--- config.mk ---
export PLATFORM = sky130hd
export DESIGN_NAME = io_responder
export DESIGN_NICKNAME = d
export VERILOG_FILES = /design/src/rtl/io_responder.sv
export SDC_FILE = /design/constraint.sdc
export NUM_CORES = 1
export LEC_CHECK = 0
export BUFFER_PORTS_ARGS = -buffer_cell sky130_fd_sc_hd__buf_4
export CAP_MARGIN = 30
export CORE_UTILIZATION = 50
export CTS_CLUSTER_SIZE = 12
export DETAILED_ROUTE_END_ITERATION = 12
export MAX_ROUTING_LAYER = met4
export PLACE_DENSITY_LB_ADDON = 0.08
export SLEW_MARGIN = 10
export SYNTH_ARGS = -nofsm -noshare
export SYNTH_HDL_FRONTEND = slang
export SYNTH_SLANG_ARGS = --single-unit
--- constraint.sdc ---
create_clock -name clk -period 7.4 [get_ports clk]
set_clock_uncertainty 0.15 [all_clocks]
set_input_delay 0.74 -clock clk [delete_from_list [all_inputs] [get_ports clk]]
set_output_delay 0.74 -clock clk [all_outputs]
set_load 0.05 [all_outputs]
--- src/rtl/io_responder.sv ---
// io_responder: peripheral-side responder for the core's IOR/IOW instructions.
// IOR pops the input FIFO, IOW loads the output holding register; both are
// acknowledged to the control unit with a 4-phase req/ack handshake.
// Optional build macro IO_TIMEOUT_EN: bounds RD_WAIT/WR_WAIT to TIMEOUT_CYCLES
// wait cycles and completes a timed-out transfer with io_err = 1.
//
// state     | meaning
// ----------+-------------------------------------------------------------
// S_IDLE    | no transfer in progress, io_ack = 0
// S_RD_WAIT | IOR pending, input FIFO empty
// S_WR_WAIT | IOW pending, holding register occupied and not draining
// S_ACK     | transfer done, io_ack = 1 until io_req is released
module io_responder #(
    parameter int DW             = 16,
    parameter int FIFO_DEPTH     = 4,
    parameter int TIMEOUT_CYCLES = 255
) (
    input  logic          clk,
    input  logic          rst_n,
    input  logic          io_req,
    input  logic          io_we,
    input  logic [DW-1:0] io_wdata,
    output logic [DW-1:0] io_rdata,
    output logic          io_ack,
    output logic          io_err,
    input  logic          ext_in_valid,
    input  logic [DW-1:0] ext_in_data,
    output logic          ext_in_ready,
    output logic          ext_out_valid,
    output logic [DW-1:0] ext_out_data,
    input  logic          ext_out_ready
);

    localparam int AW = $clog2(FIFO_DEPTH);
    localparam int CW = AW + 1;

    typedef enum logic [1:0] {
        S_IDLE    = 2'd0,
        S_RD_WAIT = 2'd1,
        S_WR_WAIT = 2'd2,
        S_ACK     = 2'd3
    } state_t;

    state_t state, state_nxt;

    logic [DW-1:0] mem [FIFO_DEPTH];
    logic [AW-1:0] wr_ptr, rd_ptr;
    logic [CW-1:0] count;
    logic          fifo_empty, fifo_full;
    logic          push, do_pop, do_cap;
    logic          wr_free;
    logic          timeout;

    assign fifo_empty   = (count == '0);
    assign fifo_full    = (count == CW'(FIFO_DEPTH));
    // Full is judged from the registered count only, so a same-cycle pop
    // never opens a slot for the producer.
    assign ext_in_ready = !fifo_full;
    assign push         = ext_in_valid && !fifo_full;
    // A draining holding register can accept a new word in the same cycle.
    assign wr_free      = !ext_out_valid || ext_out_ready;

`ifdef IO_TIMEOUT_EN
    localparam int TW = $clog2(TIMEOUT_CYCLES + 1);
    localparam logic [TW-1:0] WAIT_TC = TW'(TIMEOUT_CYCLES - 1);

    logic [TW-1:0] wait_cnt;

    // Counts cycles spent waiting; anything outside a wait state clears it,
    // so every wait starts from zero after passing through IDLE.
    always_ff @(posedge clk) begin
        if (!rst_n) begin
            wait_cnt <= '0;
        end else if (state == S_RD_WAIT || state == S_WR_WAIT) begin
            wait_cnt <= wait_cnt + TW'(1);
        end else begin
            wait_cnt <= '0;
        end
    end

    assign timeout = (state == S_RD_WAIT || state == S_WR_WAIT) && (wait_cnt == WAIT_TC);

    // Error flag marks a completion caused by timeout; cleared on release.
    always_ff @(posedge clk) begin
        if (!rst_n) begin
            io_err <= 1'b0;
        end else if (state == S_ACK && !io_req) begin
            io_err <= 1'b0;
        end else if (timeout && !do_pop && !do_cap) begin
            io_err <= 1'b1;
        end
    end
`else
    assign timeout = 1'b0;
    assign io_err  = 1'b0;
`endif

    // State register.
    always_ff @(posedge clk) begin
        if (!rst_n) begin
            state <= S_IDLE;
        end else begin
            state <= state_nxt;
        end
    end

    // Next-state logic; a ready resource wins over a coincident timeout.
    always_comb begin
        state_nxt = state;
        case (state)
            S_IDLE: begin
                if (io_req) begin
                    if (!io_we) begin
                        state_nxt = fifo_empty ? S_RD_WAIT : S_ACK;
                    end else begin
                        state_nxt = wr_free ? S_ACK : S_WR_WAIT;
                    end
                end
            end
            S_RD_WAIT: begin
                if (!fifo_empty || timeout) begin
                    state_nxt = S_ACK;
                end
            end
            S_WR_WAIT: begin
                if (wr_free || timeout) begin
                    state_nxt = S_ACK;
                end
            end
            S_ACK: begin
                if (!io_req) begin
                    state_nxt = S_IDLE;
                end
            end
            default: state_nxt = S_IDLE;
        endcase
    end

    // Outputs and datapath strobes decoded from the current state.
    always_comb begin
        io_ack = (state == S_ACK);
        do_pop = 1'b0;
        do_cap = 1'b0;
        case (state)
            S_IDLE: begin
                if (io_req) begin
                    do_pop = !io_we && !fifo_empty;
                    do_cap = io_we && wr_free;
                end
            end
            S_RD_WAIT: do_pop = !fifo_empty;
            S_WR_WAIT: do_cap = wr_free;
            default: begin
                do_pop = 1'b0;
                do_cap = 1'b0;
            end
        endcase
    end

    // FIFO storage; contents need no reset since count gates every read.
    always_ff @(posedge clk) begin
        if (push) begin
            mem[wr_ptr] <= ext_in_data;
        end
    end

    // FIFO pointers and occupancy.
    always_ff @(posedge clk) begin
        if (!rst_n) begin
            wr_ptr <= '0;
            rd_ptr <= '0;
            count  <= '0;
        end else begin
            if (push) begin
                wr_ptr <= wr_ptr + AW'(1);
            end
            if (do_pop) begin
                rd_ptr <= rd_ptr + AW'(1);
            end
            case ({push, do_pop})
                2'b10:   count <= count + CW'(1);
                2'b01:   count <= count - CW'(1);
                default: count <= count;
            endcase
        end
    end

    // Read result register: loaded on pop, zeroed by a read timeout, else held.
    always_ff @(posedge clk) begin
        if (!rst_n) begin
            io_rdata <= '0;
        end else if (do_pop) begin
            io_rdata <= mem[rd_ptr];
        end else if (state == S_RD_WAIT && timeout) begin
            io_rdata <= '0;
        end
    end

    // Output holding register; a capture takes priority over a drain.
    always_ff @(posedge clk) begin
        if (!rst_n) begin
            ext_out_valid <= 1'b0;
            ext_out_data  <= '0;
        end else if (do_cap) begin
            ext_out_valid <= 1'b1;
            ext_out_data  <= io_wdata;
        end else if (ext_out_ready) begin
            ext_out_valid <= 1'b0;
        end
    end

endmodule

After elaboration in Yosys (flattened, before gate mapping)

Memory sizes are Yosys's and may differ from the RTL's. A register that Yosys moved wholly into a read port is not among the register bits.
Cells that the tools add are included.

Bits in writable memories: 64
Memories kept: 1
Register bits: 26

Memories:

| memory | words | bits a word | read ports | clocked after Yosys merged registers in | write ports | RTL line | text |
|---|---|---|---|---|---|---|---|
| mem    | 4     | 16          | 1          | 1                                       | 1           | 46       | `logic [DW-1:0] mem [FIFO_DEPTH];` |

Muxes and demuxes: 17
Equal/unequal tests: 10
Add/sub/neg operators: 4
Reductions and logical operators: 14

Operator list:

| operator            | number |
|---|---|
| $mux 2              | 6 |
| $ne 2x2->1 const B  | 4 |
| $pmux 2 s4          | 1 |
| $mux 1              | 7 |
| $eq 2x2->1 const B  | 3 |
| $pmux 3 s2          | 1 |
| $logic_not 1->1     | 5 |
| $add 2x1->2 const B | 2 |
| $eq 2x1->1 const B  | 2 |
| $pmux 1 s2          | 2 |
| $reduce_and 4->1    | 1 |
| $reduce_bool 2->1   | 2 |
| $add 3x1->3 const B | 1 |
| $eq 3x3->1 const B  | 1 |
| $logic_and 1x1->1   | 3 |
| $logic_not 3->1     | 1 |
| $sub 3x1->3 const B | 1 |
| $logic_not 2->1     | 1 |
| $logic_or 1x1->1    | 1 |

Longest topological paths before layout

Gate-level depths: netlist (run 1).

Word-level depth: 7
Depth in mapped cells: 11
Depth with buffers taken out: 10

Worst setup path after synthesis (run 1)

Ideal clock, no wire load.

Path type: input port to flip-flop
Start point: input io_we
End point: register count[2]
Arrival time: 2.452 ns
Cell stages on the path: 8
Required time: 7.180 ns
Buffers on the path: 0
Slack: 4.728 ns
Cell sequence: nand3b_1 a21oi_1 ha_1 inv_1 fa_1 xor2_1 or3_1 a21oi_1

Word-level cells in the longest chain between the ends: 6

RTL lines:

| element                                                | RTL line | text |
|---|---|---|
| from (decl)                                            | 21       | `input logic io_we,` |
| $logic_not 1->1 (*)                                    | 147      | `do_pop = !io_we && !fifo_empty;` |
| $logic_and 1x1->1 (*)                                  | 147      |  |
| $mux 1 (*)                                             | 146      | `if (io_req) begin` |
| $pmux 1 s2 (*)                                         | 144      | `case (state)` |
| via do_pop                                             | 50       | `logic push, do_pop, do_cap;` |
| $eq 2x1->1 / $eq 2x2->1 (equally long branches)        | 180      | `case ({push, do_pop})` |
| $pmux 3 s2 / $reduce_bool 2->1 (equally long branches) | -        |  |
| to (signal assigned)                                   | 181      | `2'b10: count <= count + CW'(1);` |
| to (signal assigned)                                   | 182      | `2'b01: count <= count - CW'(1);` |
| to (signal assigned)                                   | 183      | `default: count <= count;` |
| to (decl)                                              | 48       | `logic [CW-1:0] count;` |

The timed path passes the listed nets; every way through them passes the cells marked *.
A chain may end at the register's enable or synchronous reset.

Worst setup path after layout (run 1)

Start point: register state[1]
End point: register count[2]

Word-level cells in the longest chain between the ends: 4

RTL lines:

| element                                                | RTL line | text |
|---|---|---|
| from (decl)                                            | 44       | `state_t state, state_nxt;` |
| from (signal assigned)                                 | 103      | `state <= state_nxt;` |
| $eq 2x1->1 / $logic_not 2->1 (equally long branches)   | 144      |  |
| $pmux 1 s2 (*)                                         | 144      |  |
| via do_pop                                             | 50       |  |
| $eq 2x1->1 / $eq 2x2->1 (equally long branches)        | 180      |  |
| $pmux 3 s2 / $reduce_bool 2->1 (equally long branches) | -        |  |

Marks and branches as above.

==> impl_metrics.ini, run 1 <==
[yosys]
avgSynthCellArea_sq_um = 13.6
ys_seq_area_share_pct = 61.6
async_reset_ff_share_pct = 0
yosysWarnings = 0
synth_top_flop_cell = edfxtp_1
synth_area_sq_mm = 0.00448
synth-edff-count = 64
syn_inst = 330
synth_seq_cells = 106
syn_nets = 378
synth.distinct_cells = 46

[grt]
gr-total-overflow = 0
grt_max_degree = 74
grt_pass1_vias = 2662
grt.total_usage_pct = 19.7
grt_pass1_wl_um = 14100
antenna_found_initial = 0

[floorplanning]
die_area_sq_mm = 0.00935
die_w_um = 96.7
core.rowCount = 34
ios = 74
start_util_pct = 51.4
core_sq_mm = 0.00872
fp.dieH_um = 96.7

[clock_tree]
cts.sinks = 106
cts_max_level = 3
cts_resized = 0
clock-root-buffer = clkbuf_8
cts_buffers = 9
postCtsSetupBuffers = 0
cts_hold_buf = 0
clock_latency_ns = 0.36
cts_buffer_depth = 2
clk_pin_slew_ns = 0.11
cts_tree = yes

[sta]
tightest_slew_ns = 0.875
holdWs_ns = 0.312
rsz0062_at_grt = false
drv_slew = 0
min_period_ns = 3.61
timing_hold_violations_final = 0
report.final.setup_viol = 0
slew_headroom_pct = 41.6
max_freq_mhz = 277
min_period_over_period_pct = 48.8
fin_tns_setup_ns = 0
fin_ws_ns = 3.79

[critical_path]
rr_endpoint = count[2]$_SDFFE_PN0P_
worstPathMaxFanout = 19
rr_worst_depth = 10
startpoint_type = flip-flop
path_class = reg -> reg
arrival_ns = 3.76
rrSetupSlack_ns = 3.79
crit_required_ns = 7.54
end_kind = flip-flop
r2r-start = state[1]$_SDFFE_PN0P_

[placed_design]
gp_congestion = 0.702
dp_slack_ns = 3.90
postPlaceCellArea_sq_mm = 0.00505
place.port_buffers = 72
dp_hpwl_um = 5500

[final_layout]
final_cell_area_sq_mm = 0.00524
drive_above_1_share_pct = 26.0
mostFrequentLayoutCell = buf_4
diodes = 0
final_cell_mix = 72 x buf_4, 64 x edfxtp_1, 42 x dfxtp_1
final_nets = 439
area_growth_pct = 16.9

[hold_path]
hold_path_depth = 2
hp-class = reg -> reg
hold_end = ext_out_data[10]$_SDFFE_PN0P_
hold_path_startpoint = ext_out_data[10]$_SDFFE_PN0P_

[power_and_ir_drop]
p_per_area_mw_per_mm2 = 368
power.total_w = 0.00193
ir_worst_vdd_v = 0.000197
leakagePower_nw = 1.98

[run_status]
status = complete, no violations

[drt]
drtIter0Drc = 147
vias = 2830
wire_per_inst_um = 16.6
ant_nets = 0
firstDrtPassIters = 5
drcViolationCount = 0
via_per_inst = 5.62
routed_wirelength_um = 8370

[flow_run]
max_cap_violations = 0
==> routing by layer <==
layer  vias up  share of wire, %  GRT usage (%)
met5         -                 0              -
li1       1373                 -              -
met3         6               5.6           5.71
met2        89                47           29.6
met1      1362                47           26.9
met4         0              0.90           4.36
==> cells by family (layout without fill, tap and decap cells) <==
group,count (synthesis),after routing,synth area share [%]
compound gates,35,35,5.80
fa+ha+maj,10,10,2.96
flops,106,106,61.6
other cells,1,1,0.0836
xor+xnor,2,2,0.391
simple gates,106,106,11.9
buf+inv,35,101,4.27
mux,35,35,13.0
==> layout make-up <==
cell class | count | area (sq um)
Clock buffer | 9 | 124
Inverter | 11 | 41.3
Multi-Input combinational cell | 189 | 1530
Fill cell | 692 | 3480
Sequential cell | 106 | 2760
Tap cell | 108 | 135
Timing Repair Buffer | 74 | 579
Clock inverter | 7 | 67.6
==> state kept, by name, summed over array words and instances (netlist names) <==
signal / cells
state: 2
rd_ptr: 2
ext_out_data: 16
count: 3
mem: 64
ext_out_valid: 1
io_rdata: 16
wr_ptr: 2
==> synthesized netlist by cell type (2+ instances only) <==
| cell type | count | share of area, % |
|---|---|---|
| mux2i_1 | 18 | 4.0 |
| and3b_1 | 2 | 0.39 |
| nand2_1 | 36 | 3.0 |
| ha_1 | 9 | 2.5 |
| mux4_2 | 8 | 4.0 |
| a21o_1 | 2 | 0.33 |
| nand2b_1 | 2 | 0.28 |
| edfxtp_1 | 64 | 43 |
| nand3_1 | 35 | 3.9 |
| inv_1 | 10 | 0.84 |
| mux4_1 | 8 | 4.7 |
| buf_2 | 7 | 0.78 |
| a21oi_1 | 5 | 0.56 |
| nor2_1 | 4 | 0.33 |
| xor2_1 | 2 | 0.39 |
| o211ai_1 | 16 | 2.7 |
| o31ai_1 | 2 | 0.33 |
| nand4_1 | 16 | 2.2 |
| o311ai_0 | 2 | 0.39 |
| dfxtp_1 | 42 | 19 |
| o21ai_0 | 2 | 0.22 |
| and3_1 | 4 | 0.56 |
| buf_4 | 2 | 0.33 |
| clkbuf_1 | 9 | 0.75 |
| buf_6 | 2 | 0.50 |
==> per-stage QoR <==
stage	util, %	cells
floorplan	-	330
global placement	57.4	486
detailed placement	57.9	488
CTS	60.1	504
global route	60.1	504
finish	60.1	504
==> how the worst max path moves through the flow <==
stage / start / endpoint / depth (start not counted)
2_1_floorplan: io_we / count[2]$_SDFFE_PN0P_ / 8
3_3_place_gp: state[1]$_SDFFE_PN0P_ / count[2]$_SDFFE_PN0P_ / 10
3_5_place_dp: state[1]$_SDFFE_PN0P_ / count[2]$_SDFFE_PN0P_ / 10
4_1_cts: state[0]$_SDFFE_PN0P_ / count[2]$_SDFFE_PN0P_ / 9
5_1_grt: state[0]$_SDFFE_PN0P_ / count[2]$_SDFFE_PN0P_ / 9
6_report: state[1]$_SDFFE_PN0P_ / count[2]$_SDFFE_PN0P_ / 10
==> worst max-delay path: stages, from the launching register on <==
cell	delay, ns
dfxtp_1	0.35
inv_1	0.09
ha_1	0.58
clkinv_1	0.68
a21oi_1	0.41
ha_1	0.25
inv_1	0.06
fa_1	0.37
xor2_1	0.15
or3_1	0.30
a21oi_1	0.15
==> power by group <==
part	internal [W]	total, W	switching (W)
sequential	0.000737	0.000821	0.0000838
combinational	0.000271	0.000767	0.000496
clock	0.000131	0.000342	0.000210
total	0.00114	0.00193	0.000790
No activity file was read; power rests on OpenSTA's default activity.
==> run 2: changes to the inputs <==
--- a/config.mk
+++ b/config.mk
@@ -5,6 +5,7 @@
 export SDC_FILE = /design/constraint.sdc
 export NUM_CORES = 1
 export LEC_CHECK = 0
+export ABC_AREA = 1
 export BUFFER_PORTS_ARGS = -buffer_cell sky130_fd_sc_hd__buf_4
 export CAP_MARGIN = 30
 export CORE_UTILIZATION = 50
==> constraint.sdc (replaced) <==
create_clock -name clk -period 3.6 [get_ports clk]
set_clock_uncertainty 0.15 [all_clocks]
set_input_delay 0.36 -clock clk [delete_from_list [all_inputs] [get_ports clk]]
set_output_delay 0.36 -clock clk [all_outputs]
set_load 0.05 [all_outputs]
==> run 2 against run 1 <==
Net effect: critical endpoint unchanged; maximum frequency up 40%; critical path type unchanged; wire length up 0.19%; global-route usage down 0.077 points; via count up 11%.
==> impl_metrics.ini, run 2 <==
[yosys]
synthTopCellsByArea = edfxtp_1 43%, dfxtp_1 19%, nand2_1 11%
syn_inst = 461
synth.distinct_cells = 25
async_reset_ff_share_pct = 0
synth_top_flop_cell = edfxtp_1
synth-edff-count = 64
synth_area_sq_mm = 0.00442
synth_top_area_cell = edfxtp_1
avgSynthCellArea_sq_um = 9.59
syn_nets = 509
ys_seq_area_share_pct = 62.5
ys_top_cells_by_count = 135 x nand2_1, 64 x edfxtp_1, 58 x nor2_1
yosysWarnings = 0
yosysMostFrequentCell = nand2_1
synth_seq_cells = 106
synth_top_area_share_pct = 43.5

[grt]
grt.total_usage_pct = 19.7
grt_pass1_vias = 2810
grt_pass1_wl_um = 13000
antenna_found_initial = 0
grt_max_degree = 37
gr-total-overflow = 0

[critical_path]
cp_slowest_stage_delay_ns = 0.38
rr_worst_depth = 13
crit_family = adder cells
crit_slowest_cell = fa_1
worstPathMaxFanout = 34
critPathBufInv = 3
path_class = reg -> reg
startpoint_type = flip-flop
crit_required_ns = 3.71
arrival_ns = 2.69
path_cells = inv_1, ha_1, nand2_2, o21bai_4, nand2_4, inv_1, ha_1, inv_1, fa_1, nand2_1, nand3_1, o21ai_0, a21oi_1
crit_cells = 13
end_kind = flip-flop
crit_path_frequent_cell = inv_1

[drt]
wire_per_inst_um = 13.1
ant_nets = 0
routed_wirelength_um = 8380
via_per_inst = 4.91
drtIter0Drc = 170
firstDrtPassIters = 5
drcViolationCount = 0
vias = 3139

[final_layout]
area_growth_pct = 16.6
top_regs = mem x64, ext_out_data x16, io_rdata x16
mostFrequentLayoutCell = nand2_1
drive_above_1_share_pct = 19.1
nFillCells = 694
largest_register_ffs = 64
regMostFlops = mem
final_nets = 577
final_cell_mix = 135 x nand2_1, 78 x buf_4, 64 x edfxtp_1
final_cell_area_sq_mm = 0.00516
diodes = 0

[clock_tree]
cts_buffers = 9
cts_resized = 0
cts_hold_buf = 0
clock-root-buffer = clkbuf_8
postCtsSetupBuffers = 0
cts_buffer_depth = 2
cts_tree = yes
cts.sinks = 106
clk_pin_slew_ns = 0.10
clock_latency_ns = 0.36
cts_max_level = 3

[sta]
min_period_over_period_pct = 71.9
fin_tns_setup_ns = 0
slew_headroom_pct = 54.6
tightest_slew_ns = 0.679
report.final.setup_viol = 0
min_period_ns = 2.59
max_freq_mhz = 386
drv_slew = 0
timing_hold_violations_final = 0
rsz0062_at_grt = false

[floorplanning]
core.rowCount = 33
die_w_um = 96.1
die_area_sq_mm = 0.00923
ios = 74
start_util_pct = 52.8
core_sq_mm = 0.00838
fp.dieH_um = 96.1

[power_and_ir_drop]
p_per_area_mw_per_mm2 = 760
ir_worst_vdd_v = 0.000413
leakagePower_nw = 2.20

[run_status]
status = complete, no violations

[placed_design]
place.port_buffers = 72
postPlaceCellArea_sq_mm = 0.00499
gp_congestion = 0.802
dp_hpwl_um = 5310

[hold_path]
hp-class = in -> reg
hold_path_depth = 1

[flow_run]
max_cap_violations = 0
==> run 2: where the power goes <==
group,total [W],leakage [nW],switching (W),internal [W]
registers,0.00162,0.932,0.000105,0.00151
clock network,0.000639,0.0860,0.000388,0.000251
logic,0.00167,1.18,0.00116,0.000506
total,0.00392,2.20,0.00166,0.00227
==> run 2: cells by family after synthesis <==
group / count (synthesis) / share of synthesized area [%]
AND/OR/NAND/NOR: 221 / 20.0
adder cells (fa/ha/maj): 10 / 3.00
buffers and inverters: 61 / 6.79
AO/OA/AOI/OAI: 62 / 7.64
flip-flops: 106 / 62.5
other: 1 / 0.0848
==> run 2: metal layers <==
layer  part of all wire (%)  vias to the layer above  track usage (%)
li1                       -                     1623                -
met1                     45                     1423             22.0
met2                     49                       84             34.2
met3                    5.7                        9             5.21
met4                    1.0                        0             6.22
met5                      0                        -                -
==> run 2: worst paths after layout <==
check	start	end	slack [ns]
worst max register to register	state[0]$_SDFFE_PN0P_	count[2]$_SDFFE_PN0P_	1.01
worst min-delay path	ext_in_data[8]	mem[2][8]$_DFFE_PP_	0.05
worst max-delay path	state[0]$_SDFFE_PN0P_	count[2]$_SDFFE_PN0P_	1.01
worst min register to register	ext_out_data[14]$_SDFFE_PN0P_	ext_out_data[14]$_SDFFE_PN0P_	0.32
==> run 2: worst reg2reg max path: cells and delay by family, from the launching register on <==
family,cells,cell delay (ns)
simple gates,4,0.51
buf+inv,3,0.32
compound gates,3,0.38
fa+ha+maj,3,0.77
flops,1,0.35
==> run 2: cell type report <==
cell class | count | area (sq um) | area share [%]
clock buffer | 9 | 124 | 2.40
clock inverter | 7 | 45.0 | 0.873
inverter | 40 | 150 | 2.91
multi-input combinational | 294 | 1360 | 26.4
sequential | 106 | 2760 | 53.6
tap | 105 | 131 | 2.55
timing repair buffer | 78 | 586 | 11.4
==> run 2: stage by stage <==
step	power [W]	util (%)	setup WS [ns]	instances	hold WS, ns
after floorplan	0.00294	-	1.30	461	0.309
after detailed placement	0.00333	59.5	1.02	623	0.309
after global placement	0.00329	59.5	1.13	623	0.301
after global routing	0.00419	61.5	0.774	639	0.0263
final	0.00392	61.5	1.01	639	0.0463
after CTS	0.00396	61.5	1.01	639	0.0310
